--- src/rtl/conv_pkg.sv ---
// Shared definitions for the convolution datapath reduction stage.
// Holds the reducer state encoding and the signed saturation helper.
package conv_pkg;

    localparam int DEFAULT_DATA_WIDTH = 32;
    localparam int SAT_W = 128;

    typedef enum logic [1:0] {
        COLLECT = 2'd0,
        SUM     = 2'd1,
        OUT     = 2'd2
    } state_t;

    // Clamp a sign-extended accumulator value to the signed range of dw bits.
    function automatic logic signed [SAT_W-1:0] sat_signed(
        input logic signed [SAT_W-1:0] v,
        input int unsigned              dw
    );
        logic signed [SAT_W-1:0] max_v;
        logic signed [SAT_W-1:0] min_v;
        max_v = (SAT_W'(1) << (dw - 1)) - SAT_W'(1);
        min_v = ~max_v;
        if (v > max_v) begin
            return max_v;
        end else if (v < min_v) begin
            return min_v;
        end
        return v;
    endfunction

endpackage

--- src/rtl/channel_capture.sv ---
// One channel's result capture: cReady rising-edge detect, capture register
// and full flag. A second edge while the flag is set is reported as overrun.
module channel_capture
    import conv_pkg::*;
#(
    parameter int DATA_WIDTH = DEFAULT_DATA_WIDTH
) (
    input  logic                  clk,
    input  logic                  rst_n,
    input  logic                  c_ready,
    input  logic [DATA_WIDTH-1:0] c_sum,
    input  logic                  take,
    output logic                  flag,
    output logic [DATA_WIDTH-1:0] data,
    output logic                  overrun_pulse
);

    logic ready_q;
    logic ready_qq;
    logic rise;

    assign rise = ready_q & ~ready_qq;

    // An edge coinciding with take belongs to the next tile, not an overrun.
    assign overrun_pulse = rise & flag & ~take;

    always_ff @(posedge clk or negedge rst_n) begin
        if (!rst_n) begin
            ready_q  <= 1'b0;
            ready_qq <= 1'b0;
            flag     <= 1'b0;
            data     <= '0;
        end else begin
            ready_q  <= c_ready;
            ready_qq <= ready_q;
            if (take) begin
                flag <= rise;
            end else if (rise) begin
                flag <= 1'b1;
            end
            if (rise && (take || !flag)) begin
                data <= c_sum;
            end
        end
    end

endmodule

--- src/rtl/channel_sum_reducer.sv ---
// Sums all channel results plus bias with one sequential adder, then
// saturates, optionally applies ReLU and offers the pixel on valid/ready.
//
// state   | meaning
// COLLECT | waiting for every channel flag; captures keep arriving
// SUM     | one work-buffer entry added to acc per cycle
// OUT     | out_data/out_valid held until the consumer accepts
module channel_sum_reducer
    import conv_pkg::*;
#(
    parameter int DATA_WIDTH = DEFAULT_DATA_WIDTH,
    parameter int CHANNELS   = 1,
    parameter int ACC_WIDTH  = DATA_WIDTH + $clog2(CHANNELS + 1) + 1
) (
    input  logic                           clk,
    input  logic                           rst_n,
    input  logic [CHANNELS*DATA_WIDTH-1:0] cSum,
    input  logic [CHANNELS-1:0]            cReady,
    input  logic [DATA_WIDTH-1:0]          bias,
    input  logic                           relu_en,
    input  logic                           clear,
    output logic [DATA_WIDTH-1:0]          out_data,
    output logic                           out_valid,
    input  logic                           out_ready,
    output logic                           busy,
    output logic                           overrun
);

    localparam int IDX_W  = (CHANNELS > 1) ? $clog2(CHANNELS) : 1;
    localparam int WORK_N = 2 ** IDX_W;

    state_t state;
    state_t state_nxt;

    logic [CHANNELS-1:0]     flag;
    logic [CHANNELS-1:0]     ovr_pulse;
    logic [DATA_WIDTH-1:0]   cap_data [CHANNELS];
    logic [DATA_WIDTH-1:0]   work     [WORK_N];
    logic signed [ACC_WIDTH-1:0] acc;
    logic signed [ACC_WIDTH-1:0] acc_sum;
    logic signed [ACC_WIDTH-1:0] work_ext;
    logic signed [ACC_WIDTH-1:0] bias_ext;
    logic [IDX_W-1:0]        idx;
    logic                    relu_q;
    logic [DATA_WIDTH-1:0]   sat_val;
    logic [DATA_WIDTH-1:0]   result;
    logic                    take;
    logic                    do_add;
    logic                    last_add;
    logic                    accept;

    for (genvar g = 0; g < CHANNELS; g++) begin : g_cap
        channel_capture #(
            .DATA_WIDTH(DATA_WIDTH)
        ) u_cap (
            .clk          (clk),
            .rst_n        (rst_n),
            .c_ready      (cReady[g]),
            .c_sum        (cSum[g*DATA_WIDTH +: DATA_WIDTH]),
            .take         (take),
            .flag         (flag[g]),
            .data         (cap_data[g]),
            .overrun_pulse(ovr_pulse[g])
        );
    end

    assign work_ext = {{(ACC_WIDTH-DATA_WIDTH){work[idx][DATA_WIDTH-1]}}, work[idx]};
    assign bias_ext = {{(ACC_WIDTH-DATA_WIDTH){bias[DATA_WIDTH-1]}}, bias};
    assign acc_sum  = acc + work_ext;
    assign last_add = (idx == IDX_W'(CHANNELS - 1));
    assign sat_val  = DATA_WIDTH'(sat_signed(SAT_W'(acc_sum), DATA_WIDTH));
    assign result   = (relu_q && sat_val[DATA_WIDTH-1]) ? '0 : sat_val;
    assign busy     = (state != COLLECT);

    always_ff @(posedge clk or negedge rst_n) begin
        if (!rst_n) begin
            state <= COLLECT;
        end else begin
            state <= state_nxt;
        end
    end

    always_comb begin
        state_nxt = state;
        take      = 1'b0;
        do_add    = 1'b0;
        accept    = 1'b0;
        case (state)
            COLLECT: begin
                if (&flag) begin
                    take      = 1'b1;
                    state_nxt = SUM;
                end
            end
            SUM: begin
                do_add = 1'b1;
                if (last_add) begin
                    state_nxt = OUT;
                end
            end
            OUT: begin
                if (out_valid && out_ready) begin
                    accept    = 1'b1;
                    state_nxt = COLLECT;
                end
            end
            default: state_nxt = COLLECT;
        endcase
    end

    always_ff @(posedge clk or negedge rst_n) begin
        if (!rst_n) begin
            for (int i = 0; i < WORK_N; i++) begin
                work[i] <= '0;
            end
            acc       <= '0;
            idx       <= '0;
            relu_q    <= 1'b0;
            out_data  <= '0;
            out_valid <= 1'b0;
            overrun   <= 1'b0;
        end else begin
            if (take) begin
                for (int i = 0; i < CHANNELS; i++) begin
                    work[i] <= cap_data[i];
                end
                acc    <= bias_ext;
                relu_q <= relu_en;
                idx    <= '0;
            end
            if (do_add) begin
                acc <= acc_sum;
                idx <= idx + 1'b1;
                if (last_add) begin
                    out_data  <= result;
                    out_valid <= 1'b1;
                end
            end
            if (accept) begin
                out_valid <= 1'b0;
            end
            // A new overrun event outranks a clear in the same cycle.
            if (|ovr_pulse) begin
                overrun <= 1'b1;
            end else if (clear) begin
                overrun <= 1'b0;
            end
        end
    end

endmodule

--- config.mk ---
export PLATFORM = sky130hd
export DESIGN_NAME = channel_sum_reducer
export DESIGN_NICKNAME = d
export VERILOG_FILES = /design/src/rtl/conv_pkg.sv /design/src/rtl/channel_capture.sv /design/src/rtl/channel_sum_reducer.sv
export SDC_FILE = /design/constraint.sdc
export NUM_CORES = 1
export LEC_CHECK = 0
export ABC_AREA = 1
export CORE_MARGIN = 5
export CORE_UTILIZATION = 56
export DETAILED_ROUTE_END_ITERATION = 10
export PLACE_DENSITY = 0.87
export SYNTH_ARGS = -nofsm -noshare
export SYNTH_HDL_FRONTEND = slang
export SYNTH_SLANG_ARGS = --single-unit
--- constraint.sdc ---
create_clock -name clk -period 3.2 [get_ports clk]
set_input_delay 0.8 -clock clk [delete_from_list [all_inputs] [get_ports clk]]
set_output_delay 0.8 -clock clk [all_outputs]
set_load 0.02 [all_outputs]
Word-level counts from Yosys, hierarchy flattened

Cells that the tools add are included.

$add $sub $neg: 2
Magnitude comparators: 3
Equality and inequality tests: 6
Mux-type cells: 29
Bitwise logic cells: 7
Reduce and logical (&&, ||, !) cells: 14

Operators by type and width:

| cell                   | number |
|---|---|
| $mux W32               | 7 |
| $mux W34               | 2 |
| $add A34 B32 Y34       | 1 |
| $gt A34 B32 Y1 const B | 1 |
| $lt A34 B32 Y1 const B | 1 |
| $mux W1                | 16 |
| $reduce_bool A2 Y1     | 5 |
| $mux W2                | 3 |
| $pmux W2 S3            | 1 |
| $ne A2 B1 Y1 const B   | 2 |
| $ne A2 B2 Y1 const B   | 2 |
| $reduce_and A2 Y1      | 2 |
| $and A1 B1 Y1          | 3 |
| $logic_and A1 B1 Y1    | 3 |
| $not A1 Y1             | 3 |
| $reduce_and A3 Y1      | 1 |
| $eq A2 B1 Y1 const B   | 1 |
| $eq A2 B2 Y1 const B   | 1 |
| $ge A2 B2 Y1 const B   | 1 |
| $logic_not A2 Y1       | 1 |
| $not A1 Y2             | 1 |
| $add A1 B1 Y1 const B  | 1 |
| $logic_not A1 Y1       | 1 |
| $logic_or A1 B1 Y1     | 1 |

Register bits after elaboration: 139
Input port bits: 70
Output and inout port bits: 35
Word-level logic and storage cells: 73

Longest topological paths before layout

Depth in word-level cells: 11
Mapped depth: 21
Mapped depth without buffers: 19

Modules after synthesis

A second synthesis with hierarchy kept.

Cell total of the unflattened synthesis: 1093
Area, all modules: 8085.3 µm²

By module, submodules not included:

| module              | instances | cells each | area an instance (µm²) | seq. area each (µm²) |
|---|---|---|---|---|
| channel_sum_reducer | 1         | 945        | 6690.2                 | 2602.5 |
| channel_capture     | 1         | 148        | 1395.1                 | 875.8 |

Worst setup path after synthesis

OpenSTA, ideal clock, no wires.

Path type: register -> register
Start point: register work[32] (netlist bit)
End point: register out_data[23]
Arrival: 2.113 ns
Data required time: 3.084 ns
Setup slack: 0.970 ns
Cell stages (with the launch flop): 22
Path buffers: 2
Period minus slack after synthesis: 2.230 ns
Path through: dfrtp_1 > ha_1 > inv_1 > fa_1 > inv_1 > nand2_1 > nand2_1 > nand3_1 > nand2_2 > nand2_2 > nand2_4 > nand2_4 > nand2_2 > nand2_1 > nand2_1 > nand2_1 > nand2_2 > buf_6 > buf_12 > nand3_2 > nand2_1 > nand2_1

Cells in the longest elaborated chain, start to end: 10
Elaborated cells on any way between the ends: 12

Ends and longest elaborated chain:

| item                                            | RTL line                   | source |
|---|---|---|
| start, declared                                 | channel_sum_reducer.sv:38  | `logic [DATA_WIDTH-1:0] work [WORK_N];` |
| start signal, assigned by index                 | channel_sum_reducer.sv:125 | `work[i] <= cap_data[i];` |
| $mux W32 (implied by the code) (*) (3 in a row) | channel_sum_reducer.sv:67  | `assign work_ext = {{(ACC_WIDTH-DATA_WIDTH){work[idx][DATA_WIDTH-1]}}, work[idx]};` |
| $add A34 B32 Y34 (*)                            | channel_sum_reducer.sv:69  | `assign acc_sum = acc + work_ext;` |
| $lt A34 B32 Y1                                  | conv_pkg.sv:25             | `end else if (v < min_v) begin` |
| $mux W1                                         | conv_pkg.sv:25             |  |
| $mux W1                                         | conv_pkg.sv:23             | `if (v > max_v) begin` |
| $mux W32 (*)                                    | conv_pkg.sv:28             | `return v;` |
| $logic_and A1 B1 Y1                             | channel_sum_reducer.sv:72  | `assign result = (relu_q && sat_val[DATA_WIDTH-1]) ? '0 : sat_val;` |
| $mux W32 (*)                                    | channel_sum_reducer.sv:72  |  |
| end signal, assigned                            | channel_sum_reducer.sv:135 | `out_data <= result;` |
| end, declared                                   | channel_sum_reducer.sv:22  | `output logic [DATA_WIDTH-1:0] out_data,` |

Every way passes the cells marked *; elsewhere a longest branch is shown, timed or not. The select of a mux whose other input is x is not followed.
A chain may end at the register's enable or synchronous reset.

Worst setup path after layout

Start point: register work[32] (netlist bit)
End point: register out_data[4]

Same word-level chain as after synthesis.

==> flow_metrics.tcl <==
set metrics [dict create \
    clk_latency_ns 0.43 \
    fin_ws_ns 0.3782 \
    synthesis.area_mm2 0.007914 \
    syn-num-nets 1153 \
    nFillCells 1132 \
    synthArstFlopShare 1.000 \
    cp-start-kind "flip-flop" \
    ys.flop_type "dfrtp_1" \
    critPathMaxStageDelay_ns 0.38 \
    wl_per_cell_um 15.72 \
    grt_pass1_wl_um 34510 \
    postRouteAntennaNets 0 \
    root_buffer "clkbuf_16" \
    via_count 7202 \
    path_class "reg -> reg" \
    cts_max_path_buffers 2 \
    synth_cells 1049 \
    ys_ff_latch 139 \
    hp-class "in -> async" \
    track_usage 0.2646 \
    first_pass_iters 5 \
    yosys.area.top_type "dfrtp_1" \
    required_ns 3.51 \
    drc_errors 0 \
    drive_gt1_frac 0.07500 \
    crit_chain "ha_1 > inv_1 > fa_1 > inv_1 > nand2_1 > nand2_1 > nand3_1 > nand2_2 > nand2_2 > nand2_4 > nand2_4 > nand2_2 > nand2_1 > nand2_1 > nand2_1 > nand2_2 > buf_12 > nand3_1 > nand2_1 > nand2_1" \
    post_layout_nonfiller_instances 1340 \
    slew_viol_final 0 \
    tightest_slew_ns 1.035 \
    n_antenna_cell 0 \
    viasPerCell 5.375 \
    cts.htree.levels 4 \
    critical_path.max_fanout 24 \
    dpl.hpwl_um 15440 \
    avgSynthCellArea_um2 7.544 \
    wl_um 21070 \
    outcome "finished, final reports clean" \
    dieArea_mm2 0.01661 \
    cp_common_cell "nand2_1" \
    slew_headroom 0.3075 \
    ys_types 40 \
    fin_crit_sh 0.8818 \
    fin_skew_ns 0.005127 \
    rows 43 \
    setup_viol 0 \
    fmaxAchievable_mhz 354.4 \
    pre_cts_ws_ns 0.4123 \
    grt.overflow.total 0 \
    synth_edf_count 0 \
    grt_start_max_net_pins 69 \
    grt_pass1_vias 7041 \
    start_util 0.5701 \
    cts_resized 0 \
    synth_area_leaders "dfrtp_1 (44%), nand2_1 (20%), ha_1 (5.2%)" \
    cts_sinks 139 \
    yosys.area.top_type_share 0.4395 \
    dieHeight_um 128.9 \
    dr.first_iter.drc_count 702 \
    cts-hold-fix-buffers 0 \
    nNetsFinal 1252 \
    ios 105 \
    cts_inserted_buffers 17 \
    setup_tns_ns 0 \
    clk_pin_slew_ns 0.06 \
    cts_setup_buffers 0 \
    die_w_um 128.9 \
    placed_cells 1309 \
    place.port_buffers 104 \
    routabilityCongestion 0.9669 \
    yosys_warnings 32 \
    cts_tree "built" \
    antenna_found_initial 0 \
    finalCriticalPeriod_ns 2.822 \
    ys_seq_area_frac 0.4395 \
    max_cap_violations 0 \
    crit_slowest_cell "fa_1" \
    multi_input_area_mm2 0.003837 \
    critPathArrivalTime_ns 3.13 \
    cp-end-kind "flip-flop" \
    hold_viol_final 0 \
    regArea_mm2 0.003478 \
    rsz0062_at_grt "false" \
    coreArea_mm2 0.01388 \
    area_delta_synth_final_pct 22.81 \
]
[cells in the mapped netlist, drive strengths merged, types with 2 or more instances]
library cell    n
a21o            2
a21oi          55
and2            2
buf            11
clkbuf         23
clkinv          2
dfrtp         139
ha             33
inv           112
mux2            8
nand2         426
nand3          48
nand3b          7
nand4           4
nor2           73
nor3            3
o211ai         32
o21a            2
o21ai          34
o21bai          4
or2             2
xnor2          15
xor2            6
[kinds of logic (layout without fill, tap and decap cells)]
group | count (synthesis) | after routing | share of synthesized area
simple gates | 566 | 566 | 0.2966
buf+inv | 148 | 259 | 0.07620
flops | 139 | 139 | 0.4395
compound gates | 133 | 133 | 0.09834
fa+ha+maj | 34 | 34 | 0.05470
xor+xnor | 21 | 21 | 0.02324
mux | 8 | 8 | 0.01138
[worst max-delay path: cells and delay by family (launching register included)]
kind	cells	cell delay, ns
simple gates	15	1.36
fa+ha+maj	2	0.63
flops	1	0.35
buf+inv	3	0.35
[cells in the final DEF, fill, tap and decap left out, drive strengths merged, types with 2 or more instances in the layout]
cell type / synthesis / routed
and2: 2 / 2
ha: 33 / 33
nand2: 426 / 426
dfrtp: 139 / 139
o211ai: 32 / 32
clkbuf: 23 / 21
xor2: 6 / 6
o21bai: 4 / 4
o21a: 2 / 2
buf: 11 / 11
bufinv: 0 / 2
mux2: 8 / 8
inv: 112 / 113
nor2: 73 / 73
a21o: 2 / 2
nand3b: 7 / 7
nand3: 48 / 48
or2: 2 / 2
nand4: 4 / 4
clkinv: 2 / 6
clkdlybuf4s50: 0 / 103
xnor2: 15 / 15
nor3: 3 / 3
o21ai: 34 / 34
clkinvlp: 0 / 3
a21oi: 55 / 55
[flip-flops by register name (all words and copies together) (netlist names), 2 cells and up]
register,count
acc,34
g_cap.u_cap.data,32
out_data,32
work,32
state,2
[worst paths after layout]
path	endpoint	depth (start not counted)	from	slack (ns)
min in group clk	g_cap[0].u_cap.ready_qq	0	g_cap[0].u_cap.ready_q	0.38
hold reg to reg	g_cap[0].u_cap.ready_qq	0	g_cap[0].u_cap.ready_q	0.38
max in group asynchronous	work[51]	2	rst_n	2.05
hold / removal	work[39]	1	rst_n	0.38
setup / recovery	out_data[4]	20	work[32]	0.38
setup reg to reg	out_data[4]	20	work[32]	0.38
[metal layers]
layer  track usage  vias to the layer above  part of all wire
met1        0.3806                     3409              0.46
met5             0                        -                 0
met4       0.05683                        0             0.012
li1              -                     3516                 -
met3       0.06185                       28             0.071
met2        0.4125                      249              0.45
[final cells by class]
type | instances | share of cell area
sequential | 139 | 0.3579
clock inverter | 10 | 0.01184
tap | 180 | 0.02317
timing repair buffer | 114 | 0.1188
inverter | 114 | 0.04403
clock buffer | 21 | 0.04943
multi-input combinational | 762 | 0.3948
[through the flow]
stage | utilization | instance area [um2] | hold slack (ns)
after floorplan | - | 7914 | 0.3537
after global placement | 0.6573 | 9124 | 0.3622
after detailed placement | 0.6573 | 9124 | 0.3733
after CTS | 0.7002 | 9719 | 0.3854
after global routing | 0.7002 | 9719 | 0.3934
final | 0.7002 | 9719 | 0.3772
Power is not shown: default switching activity piles up to over one toggle a cycle in this logic, so the estimate is an artifact.
